===== config.mk =====
export PLATFORM = sky130hd
export DESIGN_NAME = multi_channel_blinker
export DESIGN_NICKNAME = d
export VERILOG_FILES = /design/src/rtl/multi_channel_blinker.sv
export SDC_FILE = /design/constraint.sdc
export NUM_CORES = 1
export LEC_CHECK = 0
export CAP_MARGIN = 30
export CORE_MARGIN = 2
export CORE_UTILIZATION = 55
export CTS_BUF_LIST = sky130_fd_sc_hd__clkbuf_4 sky130_fd_sc_hd__clkbuf_8 sky130_fd_sc_hd__clkbuf_16
export DETAILED_ROUTE_END_ITERATION = 12
export PLACE_DENSITY = 0.83
export SLEW_MARGIN = 20
export SYNTH_ARGS = -nofsm -noshare
export SYNTH_HDL_FRONTEND = slang
export SYNTH_SLANG_ARGS = --single-unit

===== constraint.sdc =====
create_clock -name clk -period 4.5 [get_ports clk]
set_input_delay 1.125 -clock clk [delete_from_list [all_inputs] [get_ports clk]]
set_output_delay 1.125 -clock clk [all_outputs]
set_load 0.02 [all_outputs]

===== src/rtl/multi_channel_blinker.sv =====
// N-channel LED blinker with a four-button control panel.
// Buttons are synchronised and debounced. Each press acts on the selected channel's
// rate or mode, or advances the channel selection. Every channel blinks from its own
// half-period counter; rate r sets a half-period of CLK_FREQ_HZ >> r cycles.
module multi_channel_blinker #(
    parameter int unsigned CLK_FREQ_HZ  = 50_000_000,
    parameter int unsigned N_CH         = 4,
    parameter int unsigned NUM_RATES    = 5,
    parameter int unsigned DEFAULT_RATE = 1,
    parameter int unsigned DEB_CYCLES   = 500_000
) (
    input  logic                         clk,
    input  logic                         rst_n,
    input  logic [3:0]                   button,
    output logic [N_CH-1:0]              led,
    output logic [$clog2(N_CH)-1:0]      sel_ch,
    output logic [$clog2(NUM_RATES)-1:0] sel_rate,
    output logic [1:0]                   sel_mode
);

    localparam int unsigned N_BTN    = 4;
    localparam int unsigned SEL_W    = $clog2(N_CH);
    localparam int unsigned RATE_W   = $clog2(NUM_RATES);
    localparam int unsigned CNT_W    = $clog2(CLK_FREQ_HZ + 1);
    localparam int unsigned DEB_W    = (DEB_CYCLES > 1) ? $clog2(DEB_CYCLES) : 1;

    localparam logic [DEB_W-1:0]  DEB_LAST = DEB_W'(DEB_CYCLES - 1);
    localparam logic [RATE_W-1:0] RATE_MAX = RATE_W'(NUM_RATES - 1);
    localparam logic [RATE_W-1:0] RATE_RST = RATE_W'(DEFAULT_RATE);
    localparam logic [SEL_W-1:0]  SEL_LAST = SEL_W'(N_CH - 1);

    typedef enum logic [1:0] {
        MODE_BLINK = 2'b00,
        MODE_ON    = 2'b01,
        MODE_OFF   = 2'b10
    } mode_t;

    // Input conditioning state
    logic [N_BTN-1:0] r_sync1;
    logic [N_BTN-1:0] r_sync2;
    logic [N_BTN-1:0] r_stable;
    logic [N_BTN-1:0] r_press;
    logic [DEB_W-1:0] r_deb_cnt [N_BTN];

    // Control state
    logic [SEL_W-1:0]  r_sel_ch;
    logic [RATE_W-1:0] r_rate [N_CH];
    mode_t             r_mode [N_CH];
    logic [CNT_W-1:0]  r_cnt  [N_CH];
    logic [N_CH-1:0]   r_led;

    // Next-state values for the channels
    logic [RATE_W-1:0] w_rate_nxt [N_CH];
    mode_t             w_mode_nxt [N_CH];
    logic [CNT_W-1:0]  w_cnt_nxt  [N_CH];
    logic [CNT_W-1:0]  w_term     [N_CH];
    logic [N_CH-1:0]   w_led_nxt;
    logic [N_CH-1:0]   w_hit;

    // Prioritised single-cycle events: rate up > rate down > next channel > mode
    logic w_ev_up;
    logic w_ev_dn;
    logic w_ev_next;
    logic w_ev_mode;

    // Synchronise, debounce, and emit a one-cycle pulse when a button is accepted as pressed
    always_ff @(posedge clk) begin
        if (!rst_n) begin
            r_sync1  <= '0;
            r_sync2  <= '0;
            r_stable <= '0;
            r_press  <= '0;
            for (int b = 0; b < N_BTN; b++) begin
                r_deb_cnt[b] <= '0;
            end
        end else begin
            r_sync1 <= button;
            r_sync2 <= r_sync1;
            for (int b = 0; b < N_BTN; b++) begin
                r_press[b] <= 1'b0;
                if (r_sync2[b] != r_stable[b]) begin
                    if (r_deb_cnt[b] == DEB_LAST) begin
                        r_stable[b]  <= r_sync2[b];
                        r_deb_cnt[b] <= '0;
                        r_press[b]   <= r_sync2[b];
                    end else begin
                        r_deb_cnt[b] <= r_deb_cnt[b] + DEB_W'(1);
                    end
                end else begin
                    r_deb_cnt[b] <= '0;
                end
            end
        end
    end

    // Only the highest-priority simultaneous press takes effect; the rest are dropped
    always_comb begin
        w_ev_up   = r_press[0];
        w_ev_dn   = r_press[1] & ~r_press[0];
        w_ev_next = r_press[2] & ~(|r_press[1:0]);
        w_ev_mode = r_press[3] & ~(|r_press[2:0]);
    end

    // Channel selection, wrapping after the last channel
    always_ff @(posedge clk) begin
        if (!rst_n) begin
            r_sel_ch <= '0;
        end else if (w_ev_next) begin
            if (r_sel_ch == SEL_LAST) begin
                r_sel_ch <= '0;
            end else begin
                r_sel_ch <= r_sel_ch + SEL_W'(1);
            end
        end
    end

    // Per-channel next state: free-running blink, then selected-channel rate/mode edits
    always_comb begin
        for (int i = 0; i < N_CH; i++) begin
            w_rate_nxt[i] = r_rate[i];
            w_mode_nxt[i] = r_mode[i];
            w_cnt_nxt[i]  = r_cnt[i];
            w_led_nxt[i]  = r_led[i];
            w_hit[i]      = (r_sel_ch == SEL_W'(i));
            w_term[i]     = CNT_W'((CLK_FREQ_HZ >> r_rate[i]) - 32'd1);

            if (r_mode[i] == MODE_BLINK) begin
                if (r_cnt[i] == w_term[i]) begin
                    w_cnt_nxt[i] = '0;
                    w_led_nxt[i] = ~r_led[i];
                end else begin
                    w_cnt_nxt[i] = r_cnt[i] + CNT_W'(1);
                end
            end else begin
                w_cnt_nxt[i] = '0;
            end

            // A successful rate step restarts the half-period but keeps the current LED level
            if (w_hit[i]) begin
                if (w_ev_up && (r_rate[i] != RATE_MAX)) begin
                    w_rate_nxt[i] = r_rate[i] + RATE_W'(1);
                    w_cnt_nxt[i]  = '0;
                    w_led_nxt[i]  = r_led[i];
                end else if (w_ev_dn && (r_rate[i] != '0)) begin
                    w_rate_nxt[i] = r_rate[i] - RATE_W'(1);
                    w_cnt_nxt[i]  = '0;
                    w_led_nxt[i]  = r_led[i];
                end else if (w_ev_mode) begin
                    w_cnt_nxt[i] = '0;
                    case (r_mode[i])
                        MODE_BLINK: begin
                            w_mode_nxt[i] = MODE_ON;
                            w_led_nxt[i]  = 1'b1;
                        end
                        MODE_ON: begin
                            w_mode_nxt[i] = MODE_OFF;
                            w_led_nxt[i]  = 1'b0;
                        end
                        default: begin
                            w_mode_nxt[i] = MODE_BLINK;
                            w_led_nxt[i]  = 1'b0;
                        end
                    endcase
                end
            end
        end
    end

    // Channel state registers
    always_ff @(posedge clk) begin
        if (!rst_n) begin
            for (int i = 0; i < N_CH; i++) begin
                r_rate[i] <= RATE_RST;
                r_mode[i] <= MODE_BLINK;
                r_cnt[i]  <= '0;
            end
            r_led <= '0;
        end else begin
            for (int i = 0; i < N_CH; i++) begin
                r_rate[i] <= w_rate_nxt[i];
                r_mode[i] <= w_mode_nxt[i];
                r_cnt[i]  <= w_cnt_nxt[i];
            end
            r_led <= w_led_nxt;
        end
    end

    // Outputs: LEDs and selection are registered; rate/mode are muxes of the selected channel
    assign led      = r_led;
    assign sel_ch   = r_sel_ch;
    assign sel_rate = r_rate[r_sel_ch];
    assign sel_mode = r_mode[r_sel_ch];

endmodule


**Word-level counts from Yosys, hierarchy flattened**

Memory sizes are Yosys's and may differ from the RTL's. A register that Yosys moved wholly into a read port is not among the register bits.
Cells that the tools add are included.

- Bits in registers: 22
- Word-level logic and storage cells: 299
- Memories: 4
- Output and inout port bits: 11
- Bits of input ports: 6
- Memory bits (writable): 200

Memories:

| memory | words | width | read ports | clocked after Yosys merged registers in | write ports | line | source |
|---|---|---|---|---|---|---|---|
| r_cnt | 4 | 26 | 4 | 0 | 4 | 49 | `logic [CNT_W-1:0] r_cnt [N_CH];` |
| r_deb_cnt | 4 | 19 | 4 | 0 | 4 | 43 | `logic [DEB_W-1:0] r_deb_cnt [N_BTN];` |
| r_rate | 4 | 3 | 5 | 1 | 4 | 47 | `logic [RATE_W-1:0] r_rate [N_CH];` |
| r_mode | 4 | 2 | 5 | 1 | 4 | 48 | `mode_t r_mode [N_CH];` |

- Bitwise gates (word level): 34
- Mux-type cells: 159
- Shift-type cells: 4
- Eq/ne operators: 31
- Reductions and logical operators: 31
- $add $sub $neg: 21

Operators with widths:

| kind | count |
|---|---|
| 2-to-1 mux 26 bit | 28 |
| 2-to-1 mux 19 bit | 12 |
| adder 26 x 1 -> 26 bit, second input constant | 4 |
| == test 26 bit | 4 |
| >> shifter 26 x 3 -> 26 bit, first input constant | 4 |
| subtractor 26 x 1 -> 26 bit, second input constant | 4 |
| adder 19 x 1 -> 19 bit, second input constant | 4 |
| == test 19 bit, second input constant | 4 |
| 2-to-1 mux 1 bit | 74 |
| 2-to-1 mux 2 bit | 25 |
| 2-to-1 mux 3 bit | 16 |
| OR 1 bit | 24 |
| inequality test 2 bit, second input constant | 8 |
| one-hot mux 2 bit (2 select lines) | 4 |
| AND reduction 2 bit | 8 |
| adder 3 x 1 -> 3 bit, second input constant | 4 |
| inequality test 3 bit, second input constant | 4 |
| AND reduction 3 bit | 4 |
| nonzero test 3 bit | 4 |
| subtractor 3 x 1 -> 3 bit, second input constant | 4 |
| == test 2 x 1 -> 1 bit, second input constant | 5 |
| logical NOT 2 bit | 5 |
| logical AND 1 bit | 8 |
| NOT 1 bit | 7 |
| other kinds (6) | 12 |

**Depth between registers and ports, before layout**

- Depth in word-level cells: 10
- Mapped depth: 15
- Depth with buffers taken out: 10

**Worst setup path after synthesis**

OpenSTA, ideal clock, no wires.

- Path kind: register -> register
- Start point: memory r_rate[1][1] in the netlist's numbering
- End point: memory r_cnt[1][0] in the netlist's numbering
- Buffers on the path: 5
- Library setup time: 0.122 ns
- Data arrival time: 3.235 ns
- Cell stages (with the launch flop): 15
- Path slack: 1.143 ns
- Cells stage by stage: dfxtp_1 buf_4 buf_2 clkbuf_1 nand3_1 ha_1 clkbuf_1 xor2_1 a21oi_1 o22ai_1 or4_1 or4_4 o21ai_4 buf_6 nor2_1

RTL lines:

| what | line |
|---|---|
| from (decl) | 47 |
| to (decl) | 49 |

==> results.txt <==
Die footprint: 24900 um2
First-pass GRT wire length: 46100 um
Diode count: 0
Tcrit/Tclk final: 80.0%
Layout cells sized above 1: 5.50%
Synth Area in Compound Gates: 10.7%
Least-Margin Pin Slew: 0.897 ns
IO Port Bufs: 16
Synth Area in Adders: 2.21%
Clock buffer count from CTS: 26
Ports: 17
Drt first pass iters: 5
Worst min path class: flip-flop to flip-flop
Synth top area share: 22.8%
GRT overflow: 0
Clock transition at path regs: 0.06 ns
# setup viols final: 0
Number of global-route vias before repair: 9839
Startpoint Class: flip-flop
Met3 Routed Length: 1140 um
Largest family of logic cells by synthesized area: simple AND/OR/NAND/NOR gates
CP Class: flip-flop to primary output
Crit end category: primary output
Register-to-register setup slack: 0.98 ns
Die width: 158 um
Post_cts resized: 0
CTS tree: done
Clock sinks: 224
Core region area: 23300 um2
Max Cap Viol: 0
Max transition margin: 40.2%
Top layer in use: met4
Synth cell types: 77
Routed Antenna Nets: 0
Worst-case clock skew: 0.0175 ns
Peak VDD IR: 0.249 mV
Cell taking the most area after synthesis: dfxtp_1
F_max: 0.278 GHz
Final Critical Period: 3.60 ns
Multiplexer share of the synthesized area: 2.10%
XOR/XNOR Fraction of Synth Area: 13.1%
Pin count of the biggest net entering global routing: 46
RSZ-0062 raised after global routing: false
Vias per cell: 5.58
Top_reg_cell synth: dfxtp_1
Flops & latches, synth: 224
Post-synth EDFFs: 76
Later-pin clock latency in the skew report: 0.53 ns
Cell Pwr Density: 310 nW/um2
Remaining DRCs: 0
H-tree depth: 1
Smallest hold slack: 0.434 ns
Post-synthesis sequential area ratio: 40.3%
Maximum root-to-sink buffer count: 3
Global placer's final weighted congestion: 0.913
Clock root buffer: clkbuf_16
HPWL Detailed: 19000 um
Status: finished clean
Leak: 4.97 nW
Fin. max-slew vios: 0
Final hold violation count: 0
Crit Path Max Fanout: 27
Commonest non-fill, non-tap cell in the layout: nor2_1
Synth Area in Simple Gates: 27.7%
Area Overhead vs Synth: 11.8%
Initial antenna violation count: 0
Syn Area/Cell: 8.65 um2
CP required: 3.38 ns
Final wirelength: 27300 um
Initial core utilization: 55.8%
Synth top area cells: dfxtp_1 (23%), edfxtp_1 (18%), xor2_1 (7.6%)
Final nets: 1586
Syn Inst Count: 1505
Setup TNS: 0 ns
Synth Cell Area: 13000 um2
CTS Hold Bufs: 0
Crit path DAT: 2.47 ns
Most frequent cells in the layout: nor2_1 (243), dfxtp_1 (148), nand2_1 (116)
Post-CTS setup buffers: 0
Initial DRC count: 645
# rows: 56
DIE HEIGHT: 158 um
Synth Warn #: 0
WL met1: 12500 um
Asr flop ratio synth: 0%
DR vias: 10600
Global Route Usage Sum: 22.1%
Met2 wire len: 13000 um
WL per Instance: 14.4 um
worst paths after layout:
path	startpoint	endpoint	depth (start not counted)
worst max-delay path	r_rate[0][1]$_SDFFE_PN0P_	sel_rate[1]	2
worst min-delay path	r_sync1[2]$_SDFF_PN0_	r_sync2[2]$_SDFF_PN0_	1
worst max register to register	r_rate[0][1]$_SDFFE_PN0P_	r_cnt[0][2]$_SDFF_PN0_	7
worst min register to register	r_sync1[2]$_SDFF_PN0_	r_sync2[2]$_SDFF_PN0_	1
layout make-up:
class | count | area, um2
well taps | 319 | 399
clock inverters | 15 | 181
flip-flops and latches | 224 | 5250
inverters | 38 | 143
multi-input cells | 1237 | 7550
clock buffers | 33 | 727
fillers | 1913 | 8780
repair buffers | 34 | 303
sequential cells by signal, indices dropped and copies added, names as in the netlist, 8 cells and up, named ones only:
register / cells
r_mode: 8
r_rate: 12
r_deb_cnt: 76
r_cnt: 104
cells in the mapped netlist (6+ instances only):
cell      number
a211oi_1       6
a21boi_0       9
a21oi_1       45
a221oi_1       6
a31oi_1        8
and2_1        19
and3_1        32
and4_1        12
buf_1          7
buf_2         24
clkbuf_1      46
dfxtp_1      148
edfxtp_1      76
ha_1          15
inv_1         37
mux2i_1       15
nand2_1      116
nand2b_1      19
nand3_1       81
nand3b_1      12
nand4_1       42
nand4b_1       8
nor2_1       243
nor2b_1       32
nor3_1        27
nor3b_1       17
nor4_1        13
nor4b_1       10
o211ai_1      12
o21ai_0       48
o22ai_1        9
or2_2          6
or3_1         13
or3b_2         7
xnor2_1       82
xor2_1       113
stage by stage:
step           setup slack [ns]  instances  utilization (%)  total power [mW]  area [um2]
2_1_floorplan              1.14       1580                -              2.31       13300
3_3_place_gp               1.16       1850             58.4              2.33       13600
3_5_place_dp              0.954       1851             58.4              2.34       13600
4_1_cts                   0.910       1899             62.3              4.54       14500
5_1_grt                   0.581       1900             62.4              4.65       14600
6_report                  0.902       1900             62.4              4.51       14600
logic make-up (layout without fill, tap and decap cells):
group / Yosys count / count (layout)
AOI/OAI and AO/OA: 207 / 207
DFF: 224 / 224
other: 1 / 76
buffers and inverters: 119 / 120
adders and majority gates: 21 / 21
xor gates and xnor gates: 195 / 195
and+or+nand+nor: 717 / 717
muxes: 21 / 21
power breakdown:
group          switching, mW  internal (mW)  leakage [nW]
combinational         0.0700         0.0479          2.54
clock                  0.837           1.37         0.442
sequential            0.0481           2.13          1.98
total                  0.955           3.55          4.97
critical path: stages (launching register included):
cell and delay (ns):
dfxtp_1 0.90, mux4_2 0.43, clkdlybuf4s50_1 0.61
layer usage:
layer / up-vias / track usage (%)
met3: 49 / 2.87
met5: - / 0
met2: 240 / 37.4
met4: 0 / 6.80
li1: 5342 / -
met1: 4966 / 29.3
(Power assumes the default switching activity.)
